--- config.mk ---
export PLATFORM = sky130hd
export DESIGN_NAME = vending_machine_core
export DESIGN_NICKNAME = d
export VERILOG_FILES = /design/src/rtl/vending_pkg.sv /design/src/rtl/vending_machine_core_edge_detect.sv /design/src/rtl/vending_machine_core.sv
export SDC_FILE = /design/constraint.sdc
export NUM_CORES = 1
export LEC_CHECK = 0
export ABC_AREA = 0
export CAP_MARGIN = 25
export CORE_ASPECT_RATIO = 1.5
export CORE_MARGIN = 3
export CORE_UTILIZATION = 40
export DETAILED_ROUTE_END_ITERATION = 12
export PLACE_DENSITY_LB_ADDON = 0.08
export RECOVER_POWER = 25
export SYNTH_ARGS = -nofsm -noshare
export SYNTH_HDL_FRONTEND = slang
export SYNTH_SLANG_ARGS = --single-unit
--- constraint.sdc ---
create_clock -name clk -period 6.7 [get_ports clk]
set_clock_uncertainty 0.05 [all_clocks]
set_input_delay 1.34 -clock clk [delete_from_list [all_inputs] [get_ports clk]]
set_output_delay 1.34 -clock clk [all_outputs]
set_load 0.1 [all_outputs]
--- src/rtl/vending_pkg.sv ---
// Shared types and helpers for the vending machine core: FSM state encoding
// and extraction of one price from the flat per-product price vector.
package vending_pkg;

    typedef enum logic [1:0] {
        ST_ACCEPT = 2'd0,
        ST_VEND   = 2'd1,
        ST_CHANGE = 2'd2
    } state_t;

    localparam int PRICE_MAX_W     = 32;
    localparam int PRICE_VEC_MAX_W = 1024;

    function automatic logic [PRICE_MAX_W-1:0] price_at(
        input logic [PRICE_VEC_MAX_W-1:0] prices,
        input int                         idx,
        input int                         width
    );
        logic [PRICE_VEC_MAX_W-1:0] v_shifted;
        logic [PRICE_MAX_W-1:0]     v_mask;
        v_shifted = prices >> (idx * width);
        if (width >= PRICE_MAX_W) begin
            v_mask = '1;
        end else begin
            v_mask = (32'd1 << width) - 32'd1;
        end
        return v_shifted[PRICE_MAX_W-1:0] & v_mask;
    endfunction

endpackage

--- src/rtl/vending_machine_core_edge_detect.sv ---
// Rising-edge detector for debounced button levels. History resets to all-ones
// so a button already held when reset is released never produces an edge.
module edge_detect #(
    parameter int WIDTH = 1
) (
    input  logic             clk,
    input  logic             reset,
    input  logic [WIDTH-1:0] i_level,
    output logic [WIDTH-1:0] o_rise
);

    logic [WIDTH-1:0] r_hist;

    // one-cycle history of the button levels
    always_ff @(posedge clk or posedge reset) begin
        if (reset) begin
            r_hist <= '1;
        end else begin
            r_hist <= i_level;
        end
    end

    assign o_rise = i_level & ~r_hist;

endmodule

--- src/rtl/vending_machine_core.sv ---
// N-product vending controller: coin credit, per-product stock, timed vend,
// unit-by-unit change return on cancel or inactivity timeout.
module vending_machine_core
    import vending_pkg::*;
#(
    parameter int                                NUM_PRODUCTS   = 3,
    parameter int                                CREDIT_W       = 8,
    parameter logic [NUM_PRODUCTS*CREDIT_W-1:0]  PRICES         = {8'd15, 8'd10, 8'd5},
    parameter int                                MAX_CREDIT     = 99,
    parameter int                                CHANGE_UNIT    = 5,
    parameter int                                STOCK_W        = 4,
    parameter int                                STOCK_INIT     = 9,
    parameter int                                VEND_CYCLES    = 4,
    parameter int                                TIMEOUT_CYCLES = 1000
) (
    input  logic                    clk,
    input  logic                    reset,
    input  logic                    coin_valid,
    input  logic [CREDIT_W-1:0]     coin_value,
    input  logic [NUM_PRODUCTS-1:0] sel_btn,
    input  logic                    cancel_btn,
    input  logic                    restock,
    output logic [NUM_PRODUCTS-1:0] product,
    output logic                    delivered,
    output logic                    change_pulse,
    output logic                    coin_reject,
    output logic                    denied,
    output logic [CREDIT_W-1:0]     credit,
    output logic [NUM_PRODUCTS-1:0] sold_out,
    output logic                    busy
);

    localparam int TMR_W = $clog2(TIMEOUT_CYCLES);
    localparam int VC_W  = $clog2(VEND_CYCLES + 1);
    localparam int SEL_W = (NUM_PRODUCTS > 1) ? $clog2(NUM_PRODUCTS) : 1;
    localparam int SUM_W = CREDIT_W + 1;

    state_t                  r_state;
    logic [CREDIT_W-1:0]     r_credit;
    logic [STOCK_W-1:0]      r_stock [NUM_PRODUCTS];
    logic [TMR_W-1:0]        r_timer;
    logic [VC_W-1:0]         r_vcnt;
    logic [NUM_PRODUCTS-1:0] r_product;
    logic                    r_delivered;
    logic                    r_change;
    logic                    r_reject;
    logic                    r_denied;

    logic [NUM_PRODUCTS-1:0] w_sel_rise;
    logic [0:0]              w_cancel_rise;
    logic [CREDIT_W-1:0]     w_price [NUM_PRODUCTS];
    logic [SUM_W-1:0]        w_sum;
    logic                    w_coin_ok;
    logic [CREDIT_W-1:0]     w_eff;
    logic [SEL_W-1:0]        w_sel_idx;
    logic                    w_sel_any;
    logic                    w_sel_ok;
    logic                    w_cancel_go;
    logic                    w_timeout;

    edge_detect #(.WIDTH(NUM_PRODUCTS)) u_sel_edge (
        .clk     (clk),
        .reset   (reset),
        .i_level (sel_btn),
        .o_rise  (w_sel_rise)
    );

    edge_detect #(.WIDTH(1)) u_cancel_edge (
        .clk     (clk),
        .reset   (reset),
        .i_level (cancel_btn),
        .o_rise  (w_cancel_rise)
    );

    // effective credit after the coin, winning select and its eligibility
    always_comb begin
        for (int i = 0; i < NUM_PRODUCTS; i++) begin
            w_price[i] = CREDIT_W'(price_at(PRICE_VEC_MAX_W'(PRICES), i, CREDIT_W));
        end
        w_sum     = {1'b0, r_credit} + {1'b0, coin_value};
        w_coin_ok = coin_valid && (w_sum <= SUM_W'(MAX_CREDIT));
        w_eff     = w_coin_ok ? w_sum[CREDIT_W-1:0] : r_credit;
        w_sel_idx = '0;
        for (int i = NUM_PRODUCTS - 1; i >= 0; i--) begin
            if (w_sel_rise[i]) begin
                w_sel_idx = SEL_W'(i);
            end else begin
                w_sel_idx = w_sel_idx;
            end
        end
        w_sel_any   = |w_sel_rise;
        w_sel_ok    = (r_stock[w_sel_idx] != '0) && (w_eff >= w_price[w_sel_idx]);
        w_cancel_go = w_cancel_rise[0] && (w_eff != '0);
        w_timeout   = !coin_valid && !w_cancel_rise[0] && !w_sel_any &&
                      (r_credit != '0) && (r_timer == TMR_W'(TIMEOUT_CYCLES - 1));
    end

    // main controller FSM with registered outputs
    always_ff @(posedge clk or posedge reset) begin
        if (reset) begin
            r_state     <= ST_ACCEPT;
            r_credit    <= '0;
            r_timer     <= '0;
            r_vcnt      <= '0;
            r_product   <= '0;
            r_delivered <= 1'b0;
            r_change    <= 1'b0;
            r_reject    <= 1'b0;
            r_denied    <= 1'b0;
            for (int i = 0; i < NUM_PRODUCTS; i++) begin
                r_stock[i] <= STOCK_W'(STOCK_INIT);
            end
        end else begin
            r_delivered <= 1'b0;
            r_change    <= 1'b0;
            r_denied    <= 1'b0;
            r_reject    <= coin_valid;
            case (r_state)
                ST_ACCEPT: begin
                    r_reject <= coin_valid && !w_coin_ok;
                    if (coin_valid || w_cancel_rise[0] || w_sel_any || r_credit == '0 || w_timeout) begin
                        r_timer <= '0;
                    end else begin
                        r_timer <= r_timer + TMR_W'(1);
                    end
                    if (w_cancel_go) begin
                        r_credit <= w_eff;
                        r_state  <= ST_CHANGE;
                    end else if (w_sel_any && w_sel_ok) begin
                        r_credit             <= w_eff - w_price[w_sel_idx];
                        r_stock[w_sel_idx]   <= r_stock[w_sel_idx] - STOCK_W'(1);
                        r_product            <= NUM_PRODUCTS'(1) << w_sel_idx;
                        r_vcnt               <= VC_W'(1);
                        r_delivered          <= (VEND_CYCLES == 1);
                        r_state              <= ST_VEND;
                    end else if (w_sel_any) begin
                        r_credit <= w_eff;
                        r_denied <= 1'b1;
                    end else begin
                        r_credit <= w_eff;
                        if (restock) begin
                            for (int i = 0; i < NUM_PRODUCTS; i++) begin
                                r_stock[i] <= STOCK_W'(STOCK_INIT);
                            end
                        end
                        if (w_timeout) begin
                            r_state <= ST_CHANGE;
                        end
                    end
                end
                ST_VEND: begin
                    r_timer <= '0;
                    if (r_vcnt == VC_W'(VEND_CYCLES)) begin
                        r_product <= '0;
                        r_vcnt    <= '0;
                        r_state   <= ST_ACCEPT;
                    end else begin
                        r_vcnt      <= r_vcnt + VC_W'(1);
                        r_delivered <= (r_vcnt == VC_W'(VEND_CYCLES - 1));
                    end
                end
                ST_CHANGE: begin
                    r_timer <= '0;
                    // a remainder below one unit is forfeited
                    if (r_credit >= CREDIT_W'(CHANGE_UNIT)) begin
                        r_change <= 1'b1;
                        r_credit <= r_credit - CREDIT_W'(CHANGE_UNIT);
                    end else begin
                        r_credit <= '0;
                        r_state  <= ST_ACCEPT;
                    end
                end
                default: begin
                    r_state <= ST_ACCEPT;
                end
            endcase
        end
    end

    always_comb begin
        for (int i = 0; i < NUM_PRODUCTS; i++) begin
            sold_out[i] = (r_stock[i] == '0);
        end
    end

    assign product      = r_product;
    assign delivered    = r_delivered;
    assign change_pulse = r_change;
    assign coin_reject  = r_reject;
    assign denied       = r_denied;
    assign credit       = r_credit;
    assign busy         = (r_state != ST_ACCEPT);

endmodule

==> Word-level counts from Yosys, hierarchy flattened <==
Index checks and enable logic that the tools add are counted.
{ "totals": {"romBits": 0, "regBits": 46, "mem_count": 0, "mem_bits_rw": 0, "latchBits": 0} }
{ "op_classes": {"reduce_logical": 37, "div_mod_pow": 0, "mux": 46, "mul": 0, "n_lt_le_gt_ge": 5, "bitwise": 6, "n_addsub": 6, "shifts": 1, "eq_ne": 12} }
{ "ops": {"columns": ["op", "n"], "rows": [
  ["two-way mux 8 bit", 6],
  ["two-way mux 12 bit", 3],
  ["one-hot mux 10 bit (2 select lines)", 1],
  ["two-way mux 2 bit", 9],
  ["two-way mux 3 bit", 6],
  ["binary-select mux 8 bit (select 2 bit)", 1],
  ["one-hot mux 8 bit (2 select lines)", 1],
  ["nonzero test 8 bit", 2],
  ["bitwise mux 12 bit", 1],
  ["zero test 4 bit", 3],
  ["two-way mux 4 bit", 3],
  ["one-hot mux 3 bit (2 select lines)", 2],
  ["AND reduction 4 bit", 3],
  ["adder 10 x 1 -> 10 bit (second input constant)", 1],
  ["equality test 10 bit (second input constant)", 1],
  ["logical AND 1 bit", 10],
  ["two-way mux 10 bit", 1],
  ["nonzero test 2 bit", 5],
  ["adder 8 x 8 -> 9 bit", 1],
  ["<= comparator 9 x 7 -> 1 bit (second input constant)", 1],
  ["two-way mux 1 bit", 9],
  ["binary-select mux 4 bit (select 2 bit)", 1],
  ["demux 4 bit (select 2 bit)", 1],
  [">= comparator 8 x 3 -> 1 bit (second input constant)", 1],
  ["29 further kinds", 40]
]} }

==> Depth between registers and ports, before layout <==
{ "logic_depth": {"word_depth": 15, "ltp_mapped": 25, "mapped_depth_nobuf": 21} }

==> Modules after synthesis <==
A second synthesis with hierarchy kept.
{ "unflattened": {"hier_cells": 417, "hier_area_um2": 3649.8} }
{ "by_module_without_submodules": {"columns": ["mod", "area_per_inst_um2", "cells_each", "instances"], "rows": [
  ["vending_machine_core", 3482.1, 407, 1],
  ["edge_detect at u_sel_edge", 123.9, 7, 1],
  ["edge_detect at u_cancel_edge", 43.8, 3, 1]
]} }

==> Worst setup path after synthesis <==
OpenSTA, ideal clock, no wires.
{ "synth_timing": {"path_type": "input to register", "start": "in coin_value[0]", "end": "reg r_stock[3] (netlist bit)", "path_slack_ns": 1.146, "setup_time_ns": 0.082, "cell_stages": 21, "path_buffers": 2, "t_required_ns": 6.568, "t_arrival_ns": 5.422, "path_cell_list": "ha_1 > inv_1 > fa_1 > nor2b_4 > o2111a_1 > o311a_1 > nor3_2 > o211ai_4 > buf_6 > buf_2 > o31ai_1 > ha_1 > nor2b_1 > o21ai_0 > nor2b_1 > nand2_1 > or3_1 > mux2i_1 > o31ai_2 > nand2_1 > mux2_4"} }
{ "synth_between": {"elab_chain_cells": 9} }
{ "synth_lines": {"columns": ["item", "line_no", "text"], "rows": [
  ["start, declared", "vending_machine_core.sv:19", "input logic [CREDIT_W-1:0] coin_value,"],
  ["adder 8 x 8 -> 9 bit *", "vending_machine_core.sv:80", "w_sum = {1'b0, r_credit} + {1'b0, coin_value};"],
  ["<= comparator 9 x 7 -> 1 bit", "vending_machine_core.sv:81", "w_coin_ok = coin_valid && (w_sum <= SUM_W'(MAX_CREDIT));"],
  ["logical AND 1 bit", "vending_machine_core.sv:81", null],
  ["two-way mux 8 bit *", "vending_machine_core.sv:82", "w_eff = w_coin_ok ? w_sum[CREDIT_W-1:0] : r_credit;"],
  [">= comparator 8 bit", "vending_machine_core.sv:92", "w_sel_ok = (r_stock[w_sel_idx] != '0) && (w_eff >= w_price[w_sel_idx]);"],
  ["logical AND 1 bit", "vending_machine_core.sv:92", null],
  ["logical AND 1 bit", "vending_machine_core.sv:129", "end else if (w_sel_any && w_sel_ok) begin"],
  ["inequality test 2 x 1 -> 1 bit (no line) / nonzero test 2 bit (equally long branches)", null, null],
  ["AND reduction 4 bit (no line)", null, null],
  ["end signal, assigned by index", "vending_machine_core.sv:111", "r_stock[i] <= STOCK_W'(STOCK_INIT);"],
  ["end signal, assigned by index", "vending_machine_core.sv:131", "r_stock[w_sel_idx] <= r_stock[w_sel_idx] - STOCK_W'(1);"],
  ["end signal, assigned by index", "vending_machine_core.sv:143", "r_stock[i] <= STOCK_W'(STOCK_INIT);"],
  ["end, declared", "vending_machine_core.sv:40", "logic [STOCK_W-1:0] r_stock [NUM_PRODUCTS];"]
]} }
Every way passes the cells marked *; elsewhere a longest branch is shown, timed or not.
A chain may end at the register's enable or synchronous reset.

==> Worst setup path in the final report <==
Ends and elaborated chain as after synthesis.

==> impl_metrics.json <==
{
  "violations": "max-capacitance violations, max-slew violations",
  "worst_hold_slack_ps": 459,
  "setup_ws_ps": 595,
  "power.switching_mw": 1.27,
  "drtPass1Iterations": 4,
  "synthesis.nets": 433,
  "hold_viol_final": 0,
  "clk_pin_slew_worst_paths_ps": 60,
  "reg2reg_from": "credit[0]",
  "cts_tree": "built",
  "r2r_cells": 20,
  "fillerInstances": 820,
  "htreeDepth": 2,
  "endpoint_kind": "flip-flop",
  "synthCells": 390,
  "worstPathRequired_ps": 6870,
  "diodes": 0,
  "rsz0062_at_grt": "no",
  "wirelength_um": 9420,
  "pwr-share-seq": 0.212,
  "slew_violations": 32,
  "drive_gt1_frac": 0.119,
  "routabilityCongestion": 0.855,
  "start_util": 0.417,
  "cts_max_path_buffers": 2,
  "max_freq_mhz": 164,
  "antenna_found_initial": 0,
  "fp.dieArea_um2": 10100,
  "synth_ff_type": "dfrtp_1",
  "cts_buffers": 5,
  "clkPwrFrac": 0.115,
  "grt_pass1_wl_um": 16000,
  "p_comb_frac": 0.673,
  "cp.arrival_ps": 6270,
  "worst-setup-path-type": "in -> reg",
  "fin_tns_setup_ps": 0,
  "ios": 35,
  "track_usage": 0.195,
  "dpl.hpwl_um": 7380,
  "peakVddDrop_mv": 0.381,
  "start_kind": "primary input",
  "r2r_setup_slack_ps": 1470,
  "synth_edf_count": 0,
  "power.density_nw_per_um2": 563,
  "first_global_vias": 3177,
  "synth_warnings": 0,
  "vias": 3097,
  "period_share": 0.911,
  "dieHeight_um": 122,
  "worstHoldPathCells": 2,
  "place_ws_ps": 317,
  "rows": 41,
  "numClockSinks": 46,
  "port_buffers": 34,
  "ys_seq_elements": 46,
  "ys_top_cells_by_area": "dfrtp_1, ha_1, dfstp_2, mux2i_1, nand2_1",
  "async_flop_share": 1.00,
  "layout.nets": 469,
  "clock-root-buffer": "clkbuf_16",
  "area_growth_pct": 17.2,
  "drc": 0,
  "syn_area_um2": 3570,
  "outcome": "finished with violations",
  "cts_hold_buf": 0,
  "wl_per_cell_um": 17.6,
  "drt_iter0_markers": 121,
  "clk-insertion-delay-late_ps": 290,
  "max_slew.worst_pin.slew_ps": 1650,
  "vias_per_cell": 5.80,
  "slew_headroom": -0.100,
  "ys_types": 74,
  "syn_area_per_cell_um2": 9.17,
  "ant_nets": 0,
  "gr-total-overflow": 0,
  "ys_seq_area_frac": 0.326,
  "core_um2": 8570,
  "cts_resized": 0,
  "grt_max_degree": 32,
  "postCtsSetupRepairBufs": 0,
  "min_from": "r_stock[4]",
  "period_minus_slack_ps": 6100,
  "synth_top_area_frac": 0.252,
  "min_to": "r_stock[4]",
  "worstPathMaxFanout": 19,
  "p_leak_nw": 1.82,
  "worst_hold_path_type": "reg -> reg",
  "r2r-end": "r_stock[3]",
  "netlist.top_cell.by_area": "dfrtp_1",
  "fp.dieW_um": 83.2,
  "setup_viol": 0,
  "drv_cap": 1,
  "switching_share": 0.536,
  "internal_power_mw": 1.09
}
-- cells in the mapped netlist (4+ instances only) --
library cell  count
nand2_1          33
nor4_1            5
a21o_1            5
xor2_1            8
o21ai_1          21
mux2i_1          13
or3_1             4
nor2_1           27
nand4_1           5
o22a_1            4
mux2_4            4
o31ai_1           6
nand2b_1          8
nor3_1            9
a21oi_1          13
ha_1             25
nand3_1           9
clkbuf_1          6
inv_1            20
and3_1            4
dfrtp_1          36
nor2b_1          15
o21ai_0          15
xnor2_1          11
dfstp_2          10
-- cell families after synthesis --
family          after synthesis  synth area share
fa+ha+maj                    27            0.0987
mux                          18            0.0564
simple gates                143             0.222
compound gates              106             0.212
buf+inv                      31            0.0385
flops                        46             0.326
xor+xnor                     19            0.0466
-- metal layers --
metal | track usage | part of all wire
met2 | 0.358 | 0.53
met3 | 0.0311 | 0.030
met1 | 0.223 | 0.40
met5 | 0 | 0
met4 | 0.0859 | 0.035
-- through the flow --
| stage | area, um^2 | instances | total power [mW] | utilization |
|---|---|---|---|---|
| floorplan | 3570 | 390 | 1.71 | - |
| global placement | 4020 | 525 | 2.08 | 0.470 |
| detailed placement | 4040 | 526 | 2.09 | 0.472 |
| CTS | 4210 | 534 | 2.37 | 0.491 |
| global route | 4190 | 534 | 2.53 | 0.489 |
| finish | 4190 | 534 | 2.36 | 0.489 |
-- worst max path at each step --
stage	start	endpoint	cells past startpoint
after floorplan	coin_value[0]	r_stock[3]	21
after CTS	coin_value[0]	r_stock[3]	21
after global routing	coin_value[0]	r_stock[3]	21
after detailed placement	coin_value[0]	r_stock[3]	21
after global placement	coin_value[0]	r_stock[3]	21
final	coin_value[0]	r_stock[3]	21
-- placed cells by master (no fill, tap or decap), types with 5 or more instances in the layout --
master           count
inv_1               20
xnor2_1             11
mux2i_1             13
ha_1                25
a21oi_1             13
dfstp_2             10
nand4_1              5
nand2b_1             8
clkdlybuf4s50_1     29
nand2_1             33
o21ai_0             15
nor2b_1             15
o31ai_1              6
xor2_1               8
a21o_1               5
clkbuf_16            5
nor4_1               5
nor3_1               9
dfrtp_1             36
buf_4                5
dlygate4sd3_1        5
nand3_1              9
nor2_1              27
o21ai_1             21
-- power groups by stage --
stage	logic (mW)	registers (mW)	clock network, mW
after detailed placement	1.59	0.504	0
after floorplan	0.963	0.744	0
after CTS	1.59	0.500	0.280
final	1.59	0.501	0.271
after global routing	1.73	0.516	0.289
after global placement	1.58	0.505	0
-- worst max-delay path: stages --
cell	delay [ps]
clkdlybuf4s50_1	410
ha_1	230
inv_1	70
fa_1	220
nor2b_4	60
o2111a_1	270
o311a_1	360
nor3_2	280
o211ai_4	140
buf_4	240
o31ai_1	340
ha_1	340
nor2b_1	140
o21ai_0	200
nor2b_1	280
nand2_1	120
or3_1	320
mux2i_1	320
o31ai_2	110
nand2_1	150
mux2_4	310
-- flip-flops by register name, summed over array words and instances, names as in the netlist, 2 cells and up --
| name | flops |
|---|---|
| u_sel_edge.r_hist | 3 |
| product | 3 |
| r_timer | 10 |
| r_vcnt | 3 |
| r_stock | 12 |
| credit | 8 |
| r_state | 2 |
-- final cells by class --
type | count | area (um^2) | share of cell area
clock inverters | 1 | 8.76 | 0.00209
repair buffers | 40 | 382 | 0.0911
flip-flops and latches | 46 | 1160 | 0.278
clock buffers | 7 | 153 | 0.0364
inverters | 20 | 75.1 | 0.0179
multi-input cells | 313 | 2270 | 0.543
well taps | 107 | 134 | 0.0320
Power figures use the tool's default switching activity.
